===== src/rtl/rename_tag_alloc_pkg.sv =====
// Shared types and helpers for the rename physical-tag allocator.
package rename_tag_alloc_pkg;

  localparam int NUM_TAGS    = 64;
  localparam int NUM_ARCH    = 32;
  localparam int WIDTH_ALLOC = 2;
  localparam int WIDTH_COM   = 2;
  localparam int TAG_W       = 6;
  localparam int SQN_W       = 6;

  typedef logic [TAG_W-1:0] Tag_t;
  typedef logic [SQN_W-1:0] SqN_t;

  typedef enum logic [1:0] {
    FREE      = 2'd0,
    SPEC      = 2'd1,
    COMMITTED = 2'd2
  } TagState_t;

  // True when a is strictly younger than b in the mod-64 sqN window.
  function automatic logic sqn_younger(input SqN_t a, input SqN_t b);
    SqN_t diff;
    diff = a - b;
    return ($signed(diff) > 0);
  endfunction

endpackage


===== src/rtl/rename_tag_alloc_if.sv =====
// Rename / ROB-commit / branch-unit bundle seen by the tag allocator.
interface rename_tag_alloc_if;
  import rename_tag_alloc_pkg::*;

  logic IN_allocReq   [WIDTH_ALLOC];
  SqN_t IN_allocSqN   [WIDTH_ALLOC];
  Tag_t OUT_allocTag  [WIDTH_ALLOC];
  logic OUT_allocReady;

  logic IN_comValid   [WIDTH_COM];
  Tag_t IN_comTag     [WIDTH_COM];
  Tag_t IN_comPrevTag [WIDTH_COM];
  SqN_t IN_comSqN     [WIDTH_COM];

  logic IN_branchTaken;
  SqN_t IN_branchSqN;

  logic [6:0] OUT_freeCount;
  logic       OUT_error;

  modport master (
    output IN_allocReq, IN_allocSqN, IN_comValid, IN_comTag, IN_comPrevTag,
           IN_comSqN, IN_branchTaken, IN_branchSqN,
    input  OUT_allocTag, OUT_allocReady, OUT_freeCount, OUT_error
  );

  modport slave (
    input  IN_allocReq, IN_allocSqN, IN_comValid, IN_comTag, IN_comPrevTag,
           IN_comSqN, IN_branchTaken, IN_branchSqN,
    output OUT_allocTag, OUT_allocReady, OUT_freeCount, OUT_error
  );
endinterface


===== src/rtl/rename_tag_alloc_prio_enc2.sv =====
// Returns the lowest and second-lowest set indices of a vector, with valid bits.
module prio_enc2 #(
  parameter int N = 64,
  parameter int W = 6
) (
  input  logic [N-1:0] vec,
  output logic [W-1:0] idx0,
  output logic         valid0,
  output logic [W-1:0] idx1,
  output logic         valid1
);

  always_comb begin
    idx0   = '0;
    idx1   = '0;
    valid0 = 1'b0;
    valid1 = 1'b0;
    for (int i = 0; i < N; i++) begin
      if (vec[i]) begin
        if (!valid0) begin
          idx0   = W'(i);
          valid0 = 1'b1;
        end else if (!valid1) begin
          idx1   = W'(i);
          valid1 = 1'b1;
        end
      end
    end
  end

endmodule


===== src/rtl/rename_tag_alloc.sv =====
// Physical-tag state owner: grants pre-selected free tags, applies commits and
// misprediction reclaim, and registers the next two candidates.
module rename_tag_alloc
  import rename_tag_alloc_pkg::*;
(
  input logic              clk,
  input logic              rst,
  rename_tag_alloc_if.slave bus
);

  TagState_t  tagState [NUM_TAGS];
  SqN_t       tagSqN   [NUM_TAGS];
  Tag_t       candTag  [WIDTH_ALLOC];
  logic       candValid[WIDTH_ALLOC];
  logic [6:0] freeCount;
  logic       error;

  TagState_t     stNext [NUM_TAGS];
  SqN_t          sqNext [NUM_TAGS];
  logic          errNext;
  logic [NUM_TAGS-1:0] freeVec;
  logic [6:0]    cntNext;
  logic          slot;
  Tag_t          encIdx0, encIdx1;
  logic          encValid0, encValid1;

  // Order matters: recovery, then commit lanes in order, then grants.
  always_comb begin
    stNext  = tagState;
    sqNext  = tagSqN;
    errNext = error;
    slot    = 1'b0;

    if (bus.IN_branchTaken) begin
      for (int t = 0; t < NUM_TAGS; t++) begin
        if (tagState[t] == SPEC && sqn_younger(tagSqN[t], bus.IN_branchSqN))
          stNext[t] = FREE;
      end
    end

    for (int c = 0; c < WIDTH_COM; c++) begin
      if (bus.IN_comValid[c] &&
          (!bus.IN_branchTaken || !sqn_younger(bus.IN_comSqN[c], bus.IN_branchSqN))) begin
        stNext[bus.IN_comTag[c]] = COMMITTED;
        if (stNext[bus.IN_comPrevTag[c]] == FREE)
          errNext = 1'b1;
        stNext[bus.IN_comPrevTag[c]] = FREE;
      end
    end

    if (!bus.IN_branchTaken) begin
      for (int i = 0; i < WIDTH_ALLOC; i++) begin
        if (bus.IN_allocReq[i]) begin
          if (candValid[slot]) begin
            stNext[candTag[slot]] = SPEC;
            sqNext[candTag[slot]] = bus.IN_allocSqN[i];
          end else begin
            errNext = 1'b1;
          end
          slot = 1'b1;
        end
      end
    end
  end

  always_comb begin
    freeVec = '0;
    cntNext = '0;
    for (int t = 0; t < NUM_TAGS; t++) begin
      freeVec[t] = (stNext[t] == FREE);
      cntNext    = cntNext + {6'b0, freeVec[t]};
    end
  end

  prio_enc2 #(.N(NUM_TAGS), .W(TAG_W)) u_prio_enc2 (
    .vec    (freeVec),
    .idx0   (encIdx0),
    .valid0 (encValid0),
    .idx1   (encIdx1),
    .valid1 (encValid1)
  );

  always_ff @(posedge clk) begin
    if (rst) begin
      for (int t = 0; t < NUM_TAGS; t++) begin
        tagState[t] <= (t < NUM_ARCH) ? COMMITTED : FREE;
        tagSqN[t]   <= '0;
      end
      candTag[0]   <= Tag_t'(NUM_ARCH);
      candTag[1]   <= Tag_t'(NUM_ARCH + 1);
      candValid[0] <= 1'b1;
      candValid[1] <= 1'b1;
      freeCount    <= 7'(NUM_TAGS - NUM_ARCH);
      error        <= 1'b0;
    end else begin
      tagState     <= stNext;
      tagSqN       <= sqNext;
      candTag[0]   <= encIdx0;
      candTag[1]   <= encIdx1;
      candValid[0] <= encValid0;
      candValid[1] <= encValid1;
      freeCount    <= cntNext;
      error        <= errNext;
    end
  end

  assign bus.OUT_allocTag[0] = candTag[0];
  assign bus.OUT_allocTag[1] = candTag[1];
  assign bus.OUT_allocReady  = candValid[0] & candValid[1];
  assign bus.OUT_freeCount   = freeCount;
  assign bus.OUT_error       = error;

endmodule


===== src/flat_wrapper.sv =====
// flat-port wrapper written by rule: the top's interface ports become plain ports
module rename_tag_alloc_flat import rename_tag_alloc_pkg::*;
  (clk, rst, bus_IN_allocReq, bus_IN_allocSqN, bus_IN_comValid, bus_IN_comTag, bus_IN_comPrevTag, bus_IN_comSqN, bus_IN_branchTaken, bus_IN_branchSqN, bus_OUT_allocTag, bus_OUT_allocReady, bus_OUT_freeCount, bus_OUT_error);
  rename_tag_alloc_if bus_i ();
  input logic clk;
  input logic rst;
  input wire logic [$bits(bus_i.IN_allocReq)-1:0] bus_IN_allocReq;
  input wire logic [$bits(bus_i.IN_allocSqN)-1:0] bus_IN_allocSqN;
  input wire logic [$bits(bus_i.IN_comValid)-1:0] bus_IN_comValid;
  input wire logic [$bits(bus_i.IN_comTag)-1:0] bus_IN_comTag;
  input wire logic [$bits(bus_i.IN_comPrevTag)-1:0] bus_IN_comPrevTag;
  input wire logic [$bits(bus_i.IN_comSqN)-1:0] bus_IN_comSqN;
  input wire logic [$bits(bus_i.IN_branchTaken)-1:0] bus_IN_branchTaken;
  input wire logic [$bits(bus_i.IN_branchSqN)-1:0] bus_IN_branchSqN;
  output wire logic [$bits(bus_i.OUT_allocTag)-1:0] bus_OUT_allocTag;
  output wire logic [$bits(bus_i.OUT_allocReady)-1:0] bus_OUT_allocReady;
  output wire logic [$bits(bus_i.OUT_freeCount)-1:0] bus_OUT_freeCount;
  output wire logic [$bits(bus_i.OUT_error)-1:0] bus_OUT_error;
  assign bus_i.IN_allocReq = {>>{bus_IN_allocReq}};
  assign bus_i.IN_allocSqN = {>>{bus_IN_allocSqN}};
  assign bus_i.IN_comValid = {>>{bus_IN_comValid}};
  assign bus_i.IN_comTag = {>>{bus_IN_comTag}};
  assign bus_i.IN_comPrevTag = {>>{bus_IN_comPrevTag}};
  assign bus_i.IN_comSqN = {>>{bus_IN_comSqN}};
  assign bus_i.IN_branchTaken = bus_IN_branchTaken;
  assign bus_i.IN_branchSqN = bus_IN_branchSqN;
  assign bus_OUT_allocTag = {>>{bus_i.OUT_allocTag}};
  assign bus_OUT_allocReady = bus_i.OUT_allocReady;
  assign bus_OUT_freeCount = bus_i.OUT_freeCount;
  assign bus_OUT_error = bus_i.OUT_error;
  rename_tag_alloc u_core (.clk(clk), .rst(rst), .bus(bus_i));
endmodule

===== config.mk =====
export PLATFORM = sky130hd
export DESIGN_NAME = rename_tag_alloc_flat
export DESIGN_NICKNAME = d
export VERILOG_FILES = /design/src/rtl/rename_tag_alloc_pkg.sv /design/src/rtl/rename_tag_alloc_if.sv /design/src/rtl/rename_tag_alloc_prio_enc2.sv /design/src/rtl/rename_tag_alloc.sv /design/src/flat_wrapper.sv
export SDC_FILE = /design/constraint.sdc
export NUM_CORES = 2
export LEC_CHECK = 0
export BUFFER_PORTS_ARGS = -buffer_cell sky130_fd_sc_hd__buf_2
export CAP_MARGIN = 20
export CORE_ASPECT_RATIO = 0.7
export CORE_MARGIN = 4
export CORE_UTILIZATION = 30
export CTS_CLUSTER_DIAMETER = 30
export DETAILED_ROUTE_END_ITERATION = 6
export GPL_TIMING_DRIVEN = 1
export PLACE_DENSITY = 0.56
export SETUP_SLACK_MARGIN = 0.4
export SLEW_MARGIN = 40
export SYNTH_ARGS = -nofsm -noshare
export SYNTH_HDL_FRONTEND = slang
export SYNTH_SLANG_ARGS = --single-unit

===== constraint.sdc =====
create_clock -name clk -period 17.1 [get_ports clk]
set_input_delay 3.42 -clock clk [delete_from_list [all_inputs] [get_ports clk]]
set_output_delay 3.42 -clock clk [all_outputs]
set_load 0.05 [all_outputs]

==> results.cfg <==
[setup_path]
arrival_ns = 13.88
crit_path_end_kind = register
startpoint_type_of_the_worst_setup_path = input port
crit_top_cell = sky130_fd_sc_hd__fa_1
crit_type = input port to register
cp_max_fo = 20
worstPathRequired_ns = 17.74
timing.critical_path.slowest_cell_delay_ns = 0.71
slowest_stage = sky130_fd_sc_hd__nor2_1

[global_route]
grt_pass1_vias = 53100
grtUsageTotal_pct = 28.9
largest_net_degree_at_the_start_of_global_routing = 119
grt_first_pass_wirelength_um = 376000
antenna_found_initial = 27
grt_remaining_overflow = 0

[clock_network]
clkTransAtPathRegs_ns = 0.04
clock-root-buffer = sky130_fd_sc_hd__clkbuf_16
numCtsBuffers = 132
postCtsHoldBufs = 0
cts.sinks = 534
clock_latency_ns = 0.77
h_tree_level_count = 4
cts_resized = 0
cts_buffer_depth = 3
cts_post_setup_buffers_inserted = 0
tritoncts_clock_tree = built

[yosys]
synthDistinctLibCells = 110
synthArstFlopShare_pct = 0
mappedNetlistNets = 7818
synth_largest_type_area_fraction_pct = 21.1
synth-edff-count = 0
netlist.top_cell.by_area = sky130_fd_sc_hd__dfxtp_1
ys_warn_count = 0
postSynth.topFlopCell = sky130_fd_sc_hd__dfxtp_1
syn-mean-instance-area_um2 = 6.95
synthesis.area_um2 = 50600
synth.area.top_cells = sky130_fd_sc_hd__dfxtp_1 21%, sky130_fd_sc_hd__nor2_1 10%, sky130_fd_sc_hd__ha_1 8.6%, sky130_fd_sc_hd__a21oi_1 6.4%, sky130_fd_sc_hd__o22ai_1 5.3%
synth_seq_cells = 534
syn-instance-count = 7288
synth_seq_area_share_pct = 21.1

[routing]
route.detailed.wl_per_inst_um = 27.8
avgViaCountPerCell = 6.10
initial_drt_markers = 8120
drt-pass1-iter-count = 7
drtAntennaViolNets = 0
detail_route.drc_violations = 11
wirelength_um = 266000
detailroute.via_count = 58300

[place]
place.detailed.hpwl_um = 191000
pre_cts_ws_ns = 3.24
gp_congestion = 1.07
io_buffers = 81

[outcome]
status = finished, violations left
failed_checks = design-rule violations

[min_path]
min_path_type = register to register

[sta]
period_share_pct = 77.4
finalHoldViolations = 0
final_critical_path_setup_slack_ns = 3.86
worstMarginPinSlew_ns = 0.967
timing_max_transition_violations_final = 0
skew_ns = 0.0388
fmax_ghz = 0.0755
report.final.setup_viol = 0
rsz0062_at_grt = false
timing.slew.headroom_pct = 35.3
setup_tns_ns = 0
finalCriticalPeriod_ns = 13.24

[floorplanning]
rows = 125
die_area_um2 = 176000
design.portCount = 82
die_h_um = 352
core_area_um2 = 167000
start_util_pct = 30.3
die_w_um = 499

[power]
max-vdd-ir-drop_mv = 0.341
design_power_total_uw = 7000
cellPowerDensity_nw_per_um2 = 120
power_leakage_uw = 0.0229

[final_layout]
area_growth_syn_to_layout_pct = 15.6
fin_nets = 7735
fraction_of_layout_cells_with_a_size_suffix_above_1_pct = 8.89

[flow_run]
cap_viol_max_count = 0
-- flip-flops by register name (all words and copies together), names as in the netlist --
register,flops
u_core.tagState,128
u_core.candValid,2
u_core.bus.OUT_freeCount,7
u_core.candTag,12
u_core.tagSqN,384
u_core.bus.OUT_error,1
-- cells in the mapped netlist (53+ instances only) --
cell and instances:
sky130_fd_sc_hd__nand2_1 534, sky130_fd_sc_hd__clkbuf_1 399, sky130_fd_sc_hd__a21o_1 126, sky130_fd_sc_hd__o21ai_0 408, sky130_fd_sc_hd__nor2_1 1359, sky130_fd_sc_hd__a31oi_1 331
sky130_fd_sc_hd__xnor2_1 196, sky130_fd_sc_hd__ha_1 349, sky130_fd_sc_hd__and2_1 53, sky130_fd_sc_hd__nor2b_1 60, sky130_fd_sc_hd__nand3_1 160, sky130_fd_sc_hd__nor3_1 155
sky130_fd_sc_hd__xor2_1 106, sky130_fd_sc_hd__o22ai_1 425, sky130_fd_sc_hd__fa_1 120, sky130_fd_sc_hd__a21oi_1 647, sky130_fd_sc_hd__inv_1 423, sky130_fd_sc_hd__dfxtp_1 534
-- cells in the final DEF (no fill, tap or decap), types with 52 or more instances in the layout --
cell | synthesis | final
sky130_fd_sc_hd__and2_1 | 53 | 52
sky130_fd_sc_hd__nor2_1 | 1359 | 1344
sky130_fd_sc_hd__buf_4 | 6 | 158
sky130_fd_sc_hd__ha_1 | 349 | 349
sky130_fd_sc_hd__o21ai_0 | 408 | 405
sky130_fd_sc_hd__xnor2_1 | 196 | 195
sky130_fd_sc_hd__a21o_1 | 126 | 126
sky130_fd_sc_hd__nor3_1 | 155 | 142
sky130_fd_sc_hd__buf_2 | 18 | 76
sky130_fd_sc_hd__o22ai_1 | 425 | 425
sky130_fd_sc_hd__xor2_1 | 106 | 106
sky130_fd_sc_hd__nor2b_1 | 60 | 60
sky130_fd_sc_hd__a31oi_1 | 331 | 331
sky130_fd_sc_hd__fa_1 | 120 | 120
sky130_fd_sc_hd__nand2_1 | 534 | 534
sky130_fd_sc_hd__a21oi_1 | 647 | 621
sky130_fd_sc_hd__clkbuf_16 | 0 | 134
sky130_fd_sc_hd__nand3_1 | 160 | 159
sky130_fd_sc_hd__dfxtp_1 | 534 | 534
sky130_fd_sc_hd__inv_1 | 423 | 418
-- per-stage QoR --
step	hold slack [ns]	util, %	area [um2]	instances
floorplan	0.456	-	50600	7288
global placement	0.469	32.0	53500	9282
detailed placement	0.479	32.2	53800	9292
CTS	0.484	35.0	58400	9533
global route	0.503	35.1	58500	9541
finish	0.483	35.1	58500	9553
-- critical path, delay by kind of cell --
kind	cells	cell delay, ns
xor gates and xnor gates	1	0.16
adders and majority gates	11	5.27
and+or+nand+nor	4	1.70
buffers and inverters	8	1.31
AOI/OAI and AO/OA	8	1.97
-- report_power, final --
part / internal [uW] / switching (uW) / leakage [uW]
registers: 1310 / 53.2 / 0.00431
clock network: 1730 / 903 / 0.00221
logic: 1090 / 1910 / 0.0164
-- per-layer routing --
layer  global-route usage (%)  share of wire, %  vias up
li1                         -                 -    26000
met3                     9.85                13      611
met4                     12.3               4.5        2
met2                     40.4                39     3764
met1                     40.1                43    27900
met5                        0            0.0049        -
-- final timing paths --
kind                        startpoint                           to  cells after the start  slack, ns
setup / recovery   bus_IN_branchSqN[1]  u_core.bus.OUT_freeCount[6]                     32       3.86
setup reg to reg  u_core.candTag[0][5]         u_core.candTag[0][0]                     33       6.86
hold / removal      u_core.tagSqN[234]           u_core.tagSqN[234]                      2       0.48
hold reg to reg     u_core.tagSqN[234]           u_core.tagSqN[234]                      2       0.48
-- cell families (layout without fill, tap and decap cells) --
family	Yosys count	in the layout	share of synthesized area [%]
simple gates	2617	2617	22.6
compound gates	2434	2434	30.4
buf+inv	915	939	6.93
flops	534	534	21.1
fa+ha+maj	475	475	13.5
xor+xnor	302	302	5.22
mux	11	11	0.227
other cells	0	19	0
-- cell type report --
| cell class | instances | area, um2 |
|---|---|---|
| repair buffers | 256 | 1980 |
| fillers | 17700 | 108000 |
| clock buffers | 174 | 3700 |
| clock inverters | 67 | 912 |
| diodes | 19 | 47.5 |
| inverters | 442 | 1670 |
| multi-input cells | 5839 | 36800 |
| flip-flops and latches | 534 | 10700 |
| well taps | 2222 | 2780 |
Power figures use the tool's default switching activity.
